$ cat src/rtl/rmf_pkg.sv
// Shared types and constants for the recursive median filter controller.
// Holds the FSM state enum, the per-result tag carried alongside the datapath, and window geometry.
package rmf_pkg;

    localparam int WIN    = 5;
    localparam int HALF   = WIN / 2;
    localparam int TAG_CW = 12;

    typedef enum logic [1:0] {
        IDLE,
        RUN,
        FLUSH,
        DRAIN
    } state_t;

    typedef struct packed {
        logic              valid;
        logic              border;
        logic              sof;
        logic              eol;
        logic [2:0]        row5;
        logic [TAG_CW-1:0] col;
    } tag_t;

    // Rotating row-slot pointer; avoids any divide by WIN.
    function automatic logic [2:0] mod5_inc(input logic [2:0] p);
        return (p == 3'(WIN - 1)) ? 3'd0 : p + 3'd1;
    endfunction

endpackage

$ cat src/rtl/rmf_tag_pipe.sv
// DLY-stage shift register of result tags, matched to the datapath latency behind the window shift.
// Latency DLY cycles; the whole chain freezes while hold is high.
module rmf_tag_pipe
    import rmf_pkg::*;
#(
    parameter int DLY = 2
) (
    input  logic clk,
    input  logic rst,
    input  logic hold,
    input  tag_t tag_in,
    output tag_t tag_out,
    output logic tail_vld
);

    tag_t stage [DLY];

    always_ff @(posedge clk or posedge rst) begin
        if (rst) begin
            for (int i = 0; i < DLY; i++) stage[i] <= '0;
        end else if (!hold) begin
            stage[0] <= tag_in;
            for (int i = 1; i < DLY; i++) stage[i] <= stage[i-1];
        end
    end

    assign tag_out = stage[DLY-1];

    // Any result still queued behind the output stage.
    always_comb begin
        tail_vld = 1'b0;
        for (int i = 0; i < DLY - 1; i++) tail_vld = tail_vld | stage[i].valid;
    end

endmodule

$ cat src/rtl/rmf_frame_ctrl.sv
// Frame sequencer for the 5x5 recursive median filter: line-buffer/window strobes, post-frame flush, result tags.
// Results trail their window beat by DLY cycles; out_ready low freezes the tag pipe and stops all beats.
module rmf_frame_ctrl
    import rmf_pkg::*;
#(
    parameter int IMG_W = 640,
    parameter int IMG_H = 480,
    parameter int DLY   = 2
) (
    input  logic                     clk,
    input  logic                     rst,
    input  logic                     start,
    input  logic                     in_valid,
    output logic                     in_ready,
    output logic                     lb_wr_en,
    output logic [2:0]               lb_row,
    output logic [$clog2(IMG_W)-1:0] lb_col,
    output logic                     win_shift,
    output logic                     out_valid,
    input  logic                     out_ready,
    output logic                     out_border,
    output logic                     out_sof,
    output logic                     out_eol,
    output logic                     fb_wr_en,
    output logic [2:0]               fb_row,
    output logic [$clog2(IMG_W)-1:0] fb_col,
    output logic                     busy,
    output logic                     frame_done
);

    localparam int CW = $clog2(IMG_W);
    localparam int RW = $clog2(IMG_H);
    localparam int BW = $clog2(2 * IMG_W + 3);
    localparam logic [BW-1:0] PRE      = BW'(2 * IMG_W + 2);
    localparam logic [CW-1:0] COL_LAST = CW'(IMG_W - 1);
    localparam logic [RW-1:0] ROW_LAST = RW'(IMG_H - 1);

    state_t          state;
    logic [RW-1:0]   irow;
    logic [CW-1:0]   ocol;
    logic [RW-1:0]   orow;
    logic [2:0]      orow5;
    logic [BW-1:0]   bcnt;
    logic            stall, run_beat, flush_beat, beat, centre;
    logic            last_in, last_ctr, out_fire, tail_vld;
    tag_t            tag_in, pipe_out;
    logic            unused_col;

    assign stall      = out_valid & ~out_ready;
    assign in_ready   = (state == RUN) & ~stall;
    assign run_beat   = in_valid & in_ready;
    assign flush_beat = (state == FLUSH) & ~stall;
    assign beat       = run_beat | flush_beat;
    assign win_shift  = beat;
    assign lb_wr_en   = run_beat;

    // bcnt saturates once the window has filled, so every later beat owns a centre.
    assign centre   = beat & (bcnt == PRE);
    assign last_in  = (lb_col == COL_LAST) && (irow == ROW_LAST);
    assign last_ctr = (ocol == COL_LAST) && (orow == ROW_LAST);

    assign out_fire   = out_valid & out_ready;
    assign frame_done = out_fire & (state == DRAIN) & ~tail_vld;
    assign fb_wr_en   = out_fire & ~out_border;

    always_ff @(posedge clk or posedge rst) begin
        if (rst) begin
            state <= IDLE;
            busy  <= 1'b0;
        end else begin
            case (state)
                IDLE: if (start) begin
                    state <= RUN;
                    busy  <= 1'b1;
                end
                RUN:   if (run_beat && last_in) state <= FLUSH;
                // Flush ends on the beat that produces the frame's last centre.
                FLUSH: if (flush_beat && last_ctr) state <= DRAIN;
                DRAIN: if (frame_done) begin
                    state <= IDLE;
                    busy  <= 1'b0;
                end
                default: begin
                    state <= IDLE;
                    busy  <= 1'b0;
                end
            endcase
        end
    end

    always_ff @(posedge clk or posedge rst) begin
        if (rst) begin
            lb_col <= '0;
            lb_row <= '0;
            irow   <= '0;
        end else if (run_beat) begin
            if (lb_col == COL_LAST) begin
                lb_col <= '0;
                if (irow == ROW_LAST) begin
                    irow   <= '0;
                    lb_row <= '0;
                end else begin
                    irow   <= irow + RW'(1);
                    lb_row <= mod5_inc(lb_row);
                end
            end else begin
                lb_col <= lb_col + CW'(1);
            end
        end
    end

    always_ff @(posedge clk or posedge rst) begin
        if (rst) begin
            ocol  <= '0;
            orow  <= '0;
            orow5 <= '0;
        end else if (centre) begin
            if (ocol == COL_LAST) begin
                ocol <= '0;
                if (orow == ROW_LAST) begin
                    orow  <= '0;
                    orow5 <= '0;
                end else begin
                    orow  <= orow + RW'(1);
                    orow5 <= mod5_inc(orow5);
                end
            end else begin
                ocol <= ocol + CW'(1);
            end
        end
    end

    always_ff @(posedge clk or posedge rst) begin
        if (rst) begin
            bcnt <= '0;
        end else if (frame_done) begin
            bcnt <= '0;
        end else if (beat && bcnt != PRE) begin
            bcnt <= bcnt + BW'(1);
        end
    end

    always_comb begin
        tag_in        = '0;
        tag_in.valid  = centre;
        tag_in.border = (orow < RW'(HALF)) || (orow >= RW'(IMG_H - HALF)) ||
                        (ocol < CW'(HALF)) || (ocol >= CW'(IMG_W - HALF));
        tag_in.sof    = (orow == '0) && (ocol == '0);
        tag_in.eol    = (ocol == COL_LAST);
        tag_in.row5   = orow5;
        tag_in.col    = TAG_CW'(ocol);
    end

    rmf_tag_pipe #(.DLY(DLY)) u_tag_pipe (
        .clk      (clk),
        .rst      (rst),
        .hold     (stall),
        .tag_in   (tag_in),
        .tag_out  (pipe_out),
        .tail_vld (tail_vld)
    );

    assign out_valid  = pipe_out.valid;
    assign out_border = pipe_out.border;
    assign out_sof    = pipe_out.sof;
    assign out_eol    = pipe_out.eol;
    assign fb_row     = pipe_out.row5;
    assign fb_col     = pipe_out.col[CW-1:0];
    assign unused_col = ^pipe_out.col;

endmodule
$ cat config.mk
export PLATFORM = sky130hd
export DESIGN_NAME = rmf_frame_ctrl
export DESIGN_NICKNAME = d
export VERILOG_FILES = /design/src/rtl/rmf_pkg.sv /design/src/rtl/rmf_tag_pipe.sv /design/src/rtl/rmf_frame_ctrl.sv
export SDC_FILE = /design/constraint.sdc
export NUM_CORES = 1
export LEC_CHECK = 0
export ABC_AREA = 0
export CORE_ASPECT_RATIO = 2
export CORE_MARGIN = 1
export CORE_UTILIZATION = 35
export CTS_BUF_LIST = sky130_fd_sc_hd__clkbuf_8
export CTS_CLUSTER_DIAMETER = 50
export DETAILED_ROUTE_END_ITERATION = 8
export SLEW_MARGIN = 5
export SYNTH_ARGS = -nofsm -noshare
export SYNTH_HDL_FRONTEND = slang
export SYNTH_SLANG_ARGS = --single-unit
$ cat constraint.sdc
create_clock -name clk -period 5 [get_ports clk]
set_input_delay 0.5 -clock clk [delete_from_list [all_inputs] [get_ports clk]]
set_output_delay 0.5 -clock clk [all_outputs]
set_load 0.03 [all_outputs]
==> results of run 1 <==
## where the power goes
group	total [uW]	switching (uW)	internal, uW
clock	540	259	281
combinational	382	219	163
sequential	864	69.7	794
total	1790	548	1240
## area by class of cell
cell class / count / area [um^2] / share of cell area, %
sequential: 92 / 2300 / 43.9
multi-input combinational: 343 / 2050 / 39.1
timing repair buffer: 44 / 430 / 8.20
tap: 150 / 188 / 3.58
clock buffer: 9 / 124 / 2.36
clock inverter: 7 / 91.3 / 1.74
inverter: 15 / 57.6 / 1.10
## worst min-delay path by stage
stage,endpoint,cells past startpoint
detailed placement,u_tag_pipe.stage[25],2
finish,u_tag_pipe.stage[21],2
global route,u_tag_pipe.stage[25],2
global placement,u_tag_pipe.stage[27],2
CTS,u_tag_pipe.stage[25],2
floorplan,u_tag_pipe.stage[21],2
## stage by stage
stage | total power, uW | cells | worst slack [ns] | util (%) | hold WS (ns)
after floorplan | 1130 | 482 | 2.11 | - | 0.439
after global placement | 1250 | 644 | 1.76 | 39.6 | 0.452
after detailed placement | 1260 | 644 | 1.75 | 39.6 | 0.456
after CTS | 1810 | 660 | 1.75 | 41.3 | 0.477
after global routing | 1880 | 660 | 1.60 | 41.3 | 0.501
final | 1790 | 660 | 1.75 | 41.3 | 0.470
## cells by family (layout without fill, tap and decap cells)
group | count (synthesis) | count (layout) | synth area share (%)
AOI/OAI and AO/OA | 65 | 65 | 8.62
xor gates and xnor gates | 26 | 26 | 4.96
adders and majority gates | 16 | 16 | 4.36
buffers and inverters | 47 | 75 | 5.21
DFF | 92 | 92 | 50.2
muxes | 4 | 4 | 1.06
and+or+nand+nor | 232 | 232 | 25.6
## tightest hold or removal path: stages (launching register included)
cell     delay, ns
dfrtp_1       0.35
nand2_1       0.05
nand2_1       0.05
## synthesized netlist by cell type (all sizes together) (4+ instances only)
| cell type | count | area (um^2) |
|---|---|---|
| o31ai | 10 | 75.1 |
| and3 | 9 | 57.6 |
| xnor2 | 15 | 131 |
| dfrtp | 92 | 2300 |
| ha | 16 | 200 |
| mux2 | 4 | 48.8 |
| o21ai | 33 | 165 |
| xor2 | 11 | 96.3 |
| buf | 21 | 140 |
| and2 | 5 | 32.5 |
| nor4 | 6 | 58.8 |
| nand2b | 4 | 25.0 |
| nand2 | 111 | 422 |
| and4 | 6 | 56.3 |
| a21oi | 9 | 45.0 |
| nor2 | 26 | 97.6 |
| nand4 | 15 | 115 |
| inv | 15 | 56.3 |
| nor3 | 9 | 61.3 |
| clkbuf | 11 | 42.5 |
| nand3 | 29 | 145 |
## metal layers
layer / wire [um] / GRT usage, %
met5: 0 / 0
met4: 381 / 9.48
met3: 264 / 2.91
met2: 5040 / 26.6
met1: 3890 / 16.3
## state kept, by name, summed over array words and instances, names as in the netlist
name                 cells
irow                     9
orow5                    3
u_tag_pipe.tail_vld      1
state                    2
ocol                    10
lb_row                   3
busy                     1
lb_col                  10
bcnt                    11
orow                     9
u_tag_pipe.stage        16
u_tag_pipe.tag_out      17
==> flow_metrics.env, run 1 <==
export IMPL_drive_gt1_share_pct=8.04
export IMPL_relSlewSlack_pct=25.5
export IMPL_tightest_slew_ns=1.12
export IMPL_fin_setup_tns_ns=0
export IMPL_ys_seq_area_share_pct=50.2
export IMPL_final_cell_mix="109 x nand2_1, 92 x dfrtp_1, 40 x clkdlybuf4s50_1, 33 x o21ai_0, 29 x nand3_1"
export IMPL_final_common_cell="nand2_1"
export IMPL_cpMostUsedCell="clkdlybuf4s50_1"
export IMPL_routedWlPerCell_um=14.5
export IMPL_via_per_inst=5.21
export IMPL_synth_seq_cells=92
export IMPL_grt_pass1_wl_um=16400
export IMPL_rrSetupSlack_ns=2.53
export IMPL_ant_nets=0
export IMPL_nets=526
export IMPL_grt_antenna_before_repair=0
export IMPL_crit_required_ns=4.50
export IMPL_vdd_ir_drop_max_mv=0.237
export IMPL_cts_tree="done"
export IMPL_slew_violations=0
export IMPL_grt_overflow=0
export IMPL_synth_edff_count=0
export IMPL_final_min_clock_period_ns=3.25
export IMPL_cts_made_buffers=9
export IMPL_crit_path_max_incr_delay_ns=0.82
export IMPL_power_static_leakage_uw=0.00238
export IMPL_async_reset_ff_share_pct=100
export IMPL_syn_num_nets=503
export IMPL_nFillCells=1238
export IMPL_netlist_instances=482
export IMPL_p_per_area_nw_per_um2=340
export IMPL_status="completed"
export IMPL_crit_family="buffers and inverters"
export IMPL_fmax_mhz=308
export IMPL_crit_start="out_ready"
export IMPL_clk_latency_ns=0.36
export IMPL_routed_wl_um=9570
export IMPL_hpwl_um=6860
export IMPL_antennaDiodeCount=0
export IMPL_drc=0
export IMPL_hold_start="u_tag_pipe.stage[21]"
export IMPL_syn_area_per_cell_um2=9.52
export IMPL_slowest_stage="nor2b_4"
export IMPL_hold_buffers=0
export IMPL_reg2reg_to="orow[0]"
export IMPL_drtPass1Iterations=4
export IMPL_worstPathMaxFanout=47
export IMPL_fp_dieW_um=83.0
export IMPL_drv_cap=0
export IMPL_hold_viol_final=0
export IMPL_place_congestion=0.775
export IMPL_die_area_um2=13600
export IMPL_cts_setup_buffers=0
export IMPL_cp_num_buf_inv=2
export IMPL_ioPinCount=41
export IMPL_clk_pin_slew_ns=0.08
export IMPL_die_h_um=164
export IMPL_cts_root_buffer="clkbuf_8"
export IMPL_grt_pass1_vias=3494
export IMPL_yosysWarningCount=0
export IMPL_rsz0062_at_grt="no"
export IMPL_fin_area_um2=5250
export IMPL_first_iter_violations=187
export IMPL_cts_sinks=92
export IMPL_synth_distinct_cells=54
export IMPL_critPathKind="input port to output port"
export IMPL_startpoint_type="input port"
export IMPL_finalSetupViolations=0
export IMPL_worst_r2r_cell_count=6
export IMPL_cts_buffer_depth=2
export IMPL_synthToLayoutAreaGrowth_pct=14.4
export IMPL_crit_path_end_kind="output port"
export IMPL_track_usage_pct=15.0
export IMPL_finalCritPeriodShare_pct=65.0
export IMPL_fin_worst_skew_ns=0.0105
export IMPL_cp_num_cells=4
export IMPL_cts_max_level=3
export IMPL_initial_utilization_pct=36.1
export IMPL_synth_area_um2=4590
export IMPL_r2r_start="u_tag_pipe.tag_out[18]"
export IMPL_critPathCapture="lb_wr_en"
export IMPL_coreArea_um2=12700
export IMPL_crit_chain="clkdlybuf4s50_1 -> nor2b_4 -> nor2_1 -> clkdlybuf4s50_1"
export IMPL_worstPathArrival_ns=2.75
export IMPL_io_buffers=40
export IMPL_cts_resized=0
export IMPL_min_path_type="flop to flop"
export IMPL_rows=58
export IMPL_postPlaceCellArea_um2=5030
export IMPL_num_vias=3441
export IMPL_grt_start_max_net_pins=65
export IMPL_synth_flop_cell="dfrtp_1"
Power figures use the tool's default switching activity.
==> run 2: changes to the inputs <==
Clock period 5 ns to 3.15 ns, I/O delays scaled along.
==> run 2 against run 1 <==
Register-to-register slack got worse by 1.8 ns. Sequential cell count stayed put. Routed wire length decreased by 0.43%. Power up 52%. Worst hold slack got worse by 0.071 ns. Cell count grew 0.30%. Non-clock buffer count grew 2. Sequential power grew 59%. Die area unchanged.
==> flow_metrics.env, run 2 (same netlist as run 1, synthesis figures left out) <==
export IMPL_antennaDiodeCount=0
export IMPL_first_iter_violations=173
export IMPL_num_vias=3437
export IMPL_cts_tree="done"
export IMPL_min_path_type="input port to asynchronous set/reset pin"
export IMPL_finalSetupViolations=0
export IMPL_fin_worst_skew_ns=0.0119
export IMPL_drtPass1Iterations=4
export IMPL_routed_wl_um=9530
export IMPL_slew_violations=0
export IMPL_drive_gt1_share_pct=8.40
export IMPL_worstPathArrival_ns=2.44
export IMPL_worst_r2r_cell_count=7
export IMPL_fp_dieW_um=83.0
export IMPL_rsz0062_at_grt="no"
export IMPL_cp_num_cells=5
export IMPL_grt_start_max_net_pins=93
export IMPL_vdd_ir_drop_max_mv=0.316
export IMPL_crit_path_max_incr_delay_ns=0.75
export IMPL_drv_cap=0
export IMPL_cts_setup_buffers=0
export IMPL_initial_utilization_pct=36.1
export IMPL_highest_layer="met4"
export IMPL_grt_antenna_before_repair=0
export IMPL_final_common_cell="nand2_1"
export IMPL_clk_latency_ns=0.36
export IMPL_coreArea_um2=12700
export IMPL_grt_overflow=0
export IMPL_ant_nets=0
export IMPL_place_congestion=0.792
export IMPL_final_cell_mix="109 x nand2_1, 92 x dfrtp_1, 40 x clkdlybuf4s50_1, 33 x o21ai_0, 29 x nand3_1"
export IMPL_instances_no_fill=662
export IMPL_status="completed"
export IMPL_clk_pin_slew_ns=0.10
export IMPL_slowest_stage="clkdlybuf4s50_1"
export IMPL_nets=528
export IMPL_critPathKind="flop to output port"
export IMPL_p_per_area_nw_per_um2=519
export IMPL_hpwl_um=6910
export IMPL_hold_viol_final=0
export IMPL_multi_input_area_um2=2050
export IMPL_via_per_inst=5.19
export IMPL_cts_sinks=92
export IMPL_met3WireLength_um=304
export IMPL_finalPower_uw=2720
export IMPL_drt_met1_wl_um=3780
export IMPL_grt_pass1_vias=3408
export IMPL_crit_required_ns=2.83
export IMPL_synthToLayoutAreaGrowth_pct=14.2
export IMPL_cts_root_buffer="clkbuf_8"
export IMPL_rows=58
export IMPL_dr_wl_met2_um=5130
export IMPL_startpoint_type="flop"
export IMPL_track_usage_pct=14.7
export IMPL_final_min_clock_period_ns=2.75
export IMPL_post_route_worst_setup_slack_ns=0.398
export IMPL_worstPathMaxFanout=6
export IMPL_cts_max_level=3
export IMPL_drc=0
export IMPL_relSlewSlack_pct=49.8
export IMPL_hold_buffers=0
export IMPL_cts_made_buffers=9
export IMPL_grt_pass1_wl_um=16100
export IMPL_place_inst=646
export IMPL_crit_chain="inv_1 -> ha_1 -> a21oi_1 -> nor2_1 -> clkdlybuf4s50_1"
export IMPL_cp_num_buf_inv=2
export IMPL_nFillCells=1245
export IMPL_cts_resized=0
export IMPL_routedWlPerCell_um=14.4
export IMPL_die_h_um=164
export IMPL_crit_path_end_kind="output port"
export IMPL_cts_buffer_depth=2
export IMPL_crit_family="buffers and inverters"
export IMPL_die_area_um2=13600
export IMPL_power_static_leakage_uw=0.00238
export IMPL_dp_slack_ns=0.656
export IMPL_finalCritPeriodShare_pct=87.4
export IMPL_fin_setup_tns_ns=0
export IMPL_fmax_mhz=363
export IMPL_io_buffers=40
export IMPL_tightest_slew_ns=0.746
export IMPL_largest_register_ffs=17
export IMPL_ioPinCount=41
export IMPL_ff_latch_area_um2=2300
run 2: final timing paths:
| path | from | endpoint | slack (ns) |
|---|---|---|---|
| worst min register to register | u_tag_pipe.tag_out[15] | u_tag_pipe.tag_out[15] | 0.47 |
| min in group clk | u_tag_pipe.tag_out[15] | u_tag_pipe.tag_out[15] | 0.47 |
| worst max-delay path | state[1] | win_shift | 0.40 |
| worst min-delay path | rst | lb_col[6] | 0.40 |
| max in group asynchronous | rst | bcnt[1] | 2.41 |
| worst max register to register | state[1] | orow[8] | 0.69 |
run 2: through the flow:
stage                     cell area [um^2]  hold WS [ns]  utilization (%)
final                                 5240         0.399             41.2
after global routing                  5240         0.448             41.2
after CTS                             5240         0.405             41.2
after detailed placement              5060         0.456             39.8
after global placement                5060         0.450             39.8
after floorplan                       4590         0.439                -
run 2: per-layer routing:
metal / vias up / GRT usage, %
met5: - / 0
met4: 0 / 8.31
met3: 20 / 2.56
met2: 61 / 26.8
met1: 1670 / 15.8
li1: 1686 / -
run 2: final cells by class:
class	instances	area share, %
flip-flops and latches	92	44.0
multi-input cells	343	39.2
repair buffers	46	8.75
well taps	150	3.58
clock buffers	10	2.63
inverters	15	1.10
clock inverters	6	0.765
run 2: worst reg2reg max path: stages, from the launching register on:
cell,delay (ns)
dfrtp_1,0.43
inv_1,0.10
ha_1,0.27
a21oi_1,0.19
nor2_1,0.34
nand3_1,0.38
nor3_1,0.29
mux2_2,0.35
run 2: report_power, final:
part	leakage, uW	internal (uW)	switching, uW
registers	0.00118	1260	108
clock network	0.0000978	309	422
logic	0.00110	265	354
total	0.00238	1830	884
==> run 3: changes to the inputs <==
Settings changed: CTS_BUF_LIST sky130_fd_sc_hd__clkbuf_8 to not set, SYNTH_HIERARCHICAL set to 1.
==> run 3 against run 2 <==
The flow now finishes with violations (design-rule violations). Die area up 3.0%. Cell area up 4.4%. Critical path depth rose by 1. Register-to-register slack improved by 0.09 ns. Sequential share of layout area is 1.9 points lower. Sequential cell count stayed put. Synthesized cell count decreased by 8.9%. Power increased by 1.9%. Critical endpoint unchanged. Largest power group unchanged.
==> flow_metrics.env, run 3 <==
export IMPL_status="finished, violations left"
export IMPL_violations="design-rule violations"
export IMPL_clk_latency_ns=0.34
export IMPL_crit_required_ns=2.83
export IMPL_netSwitchingFraction_pct=28.9
export IMPL_drc=6
export IMPL_grt_pass1_vias=3503
export IMPL_coreArea_um2=13100
export IMPL_drv_cap=0
export IMPL_largest_register_ffs=17
export IMPL_grt_start_max_net_pins=36
export IMPL_tightest_slew_ns=0.568
export IMPL_ioPinCount=41
export IMPL_routed_wl_um=9850
export IMPL_utilization_pct=41.8
export IMPL_die_area_um2=14000
export IMPL_first_iter_violations=165
export IMPL_cts_tree="done"
export IMPL_cts_sinks=92
export IMPL_antennaDiodeCount=0
export IMPL_critPathKind="flop to output port"
export IMPL_syn_area_per_cell_um2=10.8
export IMPL_finalSetupViolations=0
export IMPL_drtPass1Iterations=6
export IMPL_fin_worst_skew_ns=0.00596
export IMPL_fmax_mhz=361
export IMPL_switchingPower_uw=801
export IMPL_routedWlPerCell_um=15.7
export IMPL_seq_power_share_pct=49.1
export IMPL_cts_max_level=3
export IMPL_crit_path_max_incr_delay_ns=0.72
export IMPL_place_congestion=0.843
export IMPL_fp_dieW_um=84.2
export IMPL_min_path_type="input port to asynchronous set/reset pin"
export IMPL_hold_buffers=0
export IMPL_via_per_inst=5.27
export IMPL_rrSetupSlack_ns=0.78
export IMPL_grt_overflow=0
export IMPL_drive_gt1_share_pct=15.8
export IMPL_place_inst=610
export IMPL_cts_root_buffer="clkbuf_16"
export IMPL_r2r_start="state[1]"
export IMPL_hold_viol_final=0
export IMPL_track_usage_pct=15.4
export IMPL_io_buffers=40
export IMPL_num_vias=3300
export IMPL_netlist_instances=439
export IMPL_cts_setup_buffers=0
export IMPL_final_common_cell="dfrtp_1"
export IMPL_startpoint_type="flop"
export IMPL_synthToLayoutAreaGrowth_pct=15.7
export IMPL_worst_r2r_cell_count=7
export IMPL_slew_violations=0
export IMPL_hpwl_um=7380
export IMPL_clk_pin_slew_ns=0.07
export IMPL_hold_slack_ns=0.345
export IMPL_vdd_ir_drop_max_mv=0.318
export IMPL_cts_made_buffers=9
export IMPL_relSlewSlack_pct=62.1
export IMPL_synth_area_um2=4730
export IMPL_reg2reg_to="state[1]"
export IMPL_power_static_leakage_uw=0.00246
export IMPL_intPower_uw=1970
export IMPL_nets=490
export IMPL_syn_num_nets=460
export IMPL_final_cell_mix="92 x dfrtp_1, 42 x nand2_1, 40 x clkdlybuf4s50_1, 25 x nand3_1, 21 x o21ai_0"
export IMPL_fin_setup_tns_ns=0
export IMPL_die_h_um=166
export IMPL_yosysWarningCount=6
export IMPL_ant_nets=0
export IMPL_p_per_area_nw_per_um2=507
export IMPL_initial_utilization_pct=36.2
export IMPL_finalCritPeriodShare_pct=88.0
export IMPL_crit_chain="inv_1 -> ha_1 -> a21oi_1 -> or2_1 -> inv_2 -> clkdlybuf4s50_1"
export IMPL_worstPathArrival_ns=2.46
export IMPL_grt_antenna_before_repair=0
export IMPL_p_clk_share_pct=38.1
export IMPL_cts_buffer_depth=2
export IMPL_instances_no_fill=626
export IMPL_final_min_clock_period_ns=2.77
export IMPL_grt_pass1_wl_um=17100
export IMPL_cts_resized=0
export IMPL_slowest_stage="clkdlybuf4s50_1"
export IMPL_combPwrFrac_pct=12.8
export IMPL_rsz0062_at_grt="no"
export IMPL_crit_path_end_kind="output port"
export IMPL_rows=59
export IMPL_worstPathMaxFanout=11
run 3: layout make-up:
class	count	area, um^2
sequential	92	2300
clock inverter	7	67.6
inverter	22	82.6
tap	152	190
clock buffer	9	225
timing repair buffer	48	460
fill	1231	7600
multi-input combinational	296	2140
run 3: power groups by stage:
| stage | Clock [uW] | Combinational, uW | Sequential (uW) |
|---|---|---|---|
| finish | 1050 | 356 | 1360 |
| global route | 1130 | 390 | 1370 |
| CTS | 1090 | 361 | 1360 |
| detailed placement | 0 | 358 | 1380 |
| global placement | 0 | 350 | 1370 |
| floorplan | 0 | 180 | 1420 |
run 3: critical path, delay by kind of cell, from the launching register on:
| family | cells | cell delay, ns |
|---|---|---|
| buffers and inverters | 3 | 1.02 |
| DFF | 1 | 0.41 |
| adders and majority gates | 1 | 0.29 |
| and+or+nand+nor | 1 | 0.29 |
| AOI/OAI and AO/OA | 1 | 0.10 |
run 3: how the worst max path moves through the flow:
stage | from | to | slack (ns) | depth (start not counted)
3_5_place_dp | out_ready | win_shift | 0.49 | 6
2_1_floorplan | irow[0] | state[1] | 1.06 | 6
3_3_place_gp | out_ready | win_shift | 0.51 | 6
4_1_cts | state[1] | win_shift | 0.37 | 6
5_1_grt | state[1] | win_shift | 0.19 | 6
6_report | state[1] | win_shift | 0.38 | 6
run 3: layer usage:
metal | vias to the layer above | track usage (%) | share of wire (%)
li1 | 1608 | - | -
met5 | - | 0 | 0
met1 | 1633 | 15.9 | 38
met4 | 0 | 6.60 | 2.2
met2 | 46 | 29.7 | 58
met3 | 13 | 2.63 | 1.7
run 3: through the flow:
step	power (uW)	cell area [um^2]	setup WS [ns]
floorplan	1600	4730	1.06
global placement	1720	5170	0.507
detailed placement	1740	5170	0.493
CTS	2810	5470	0.367
global route	2890	5470	0.194
finish	2770	5470	0.378
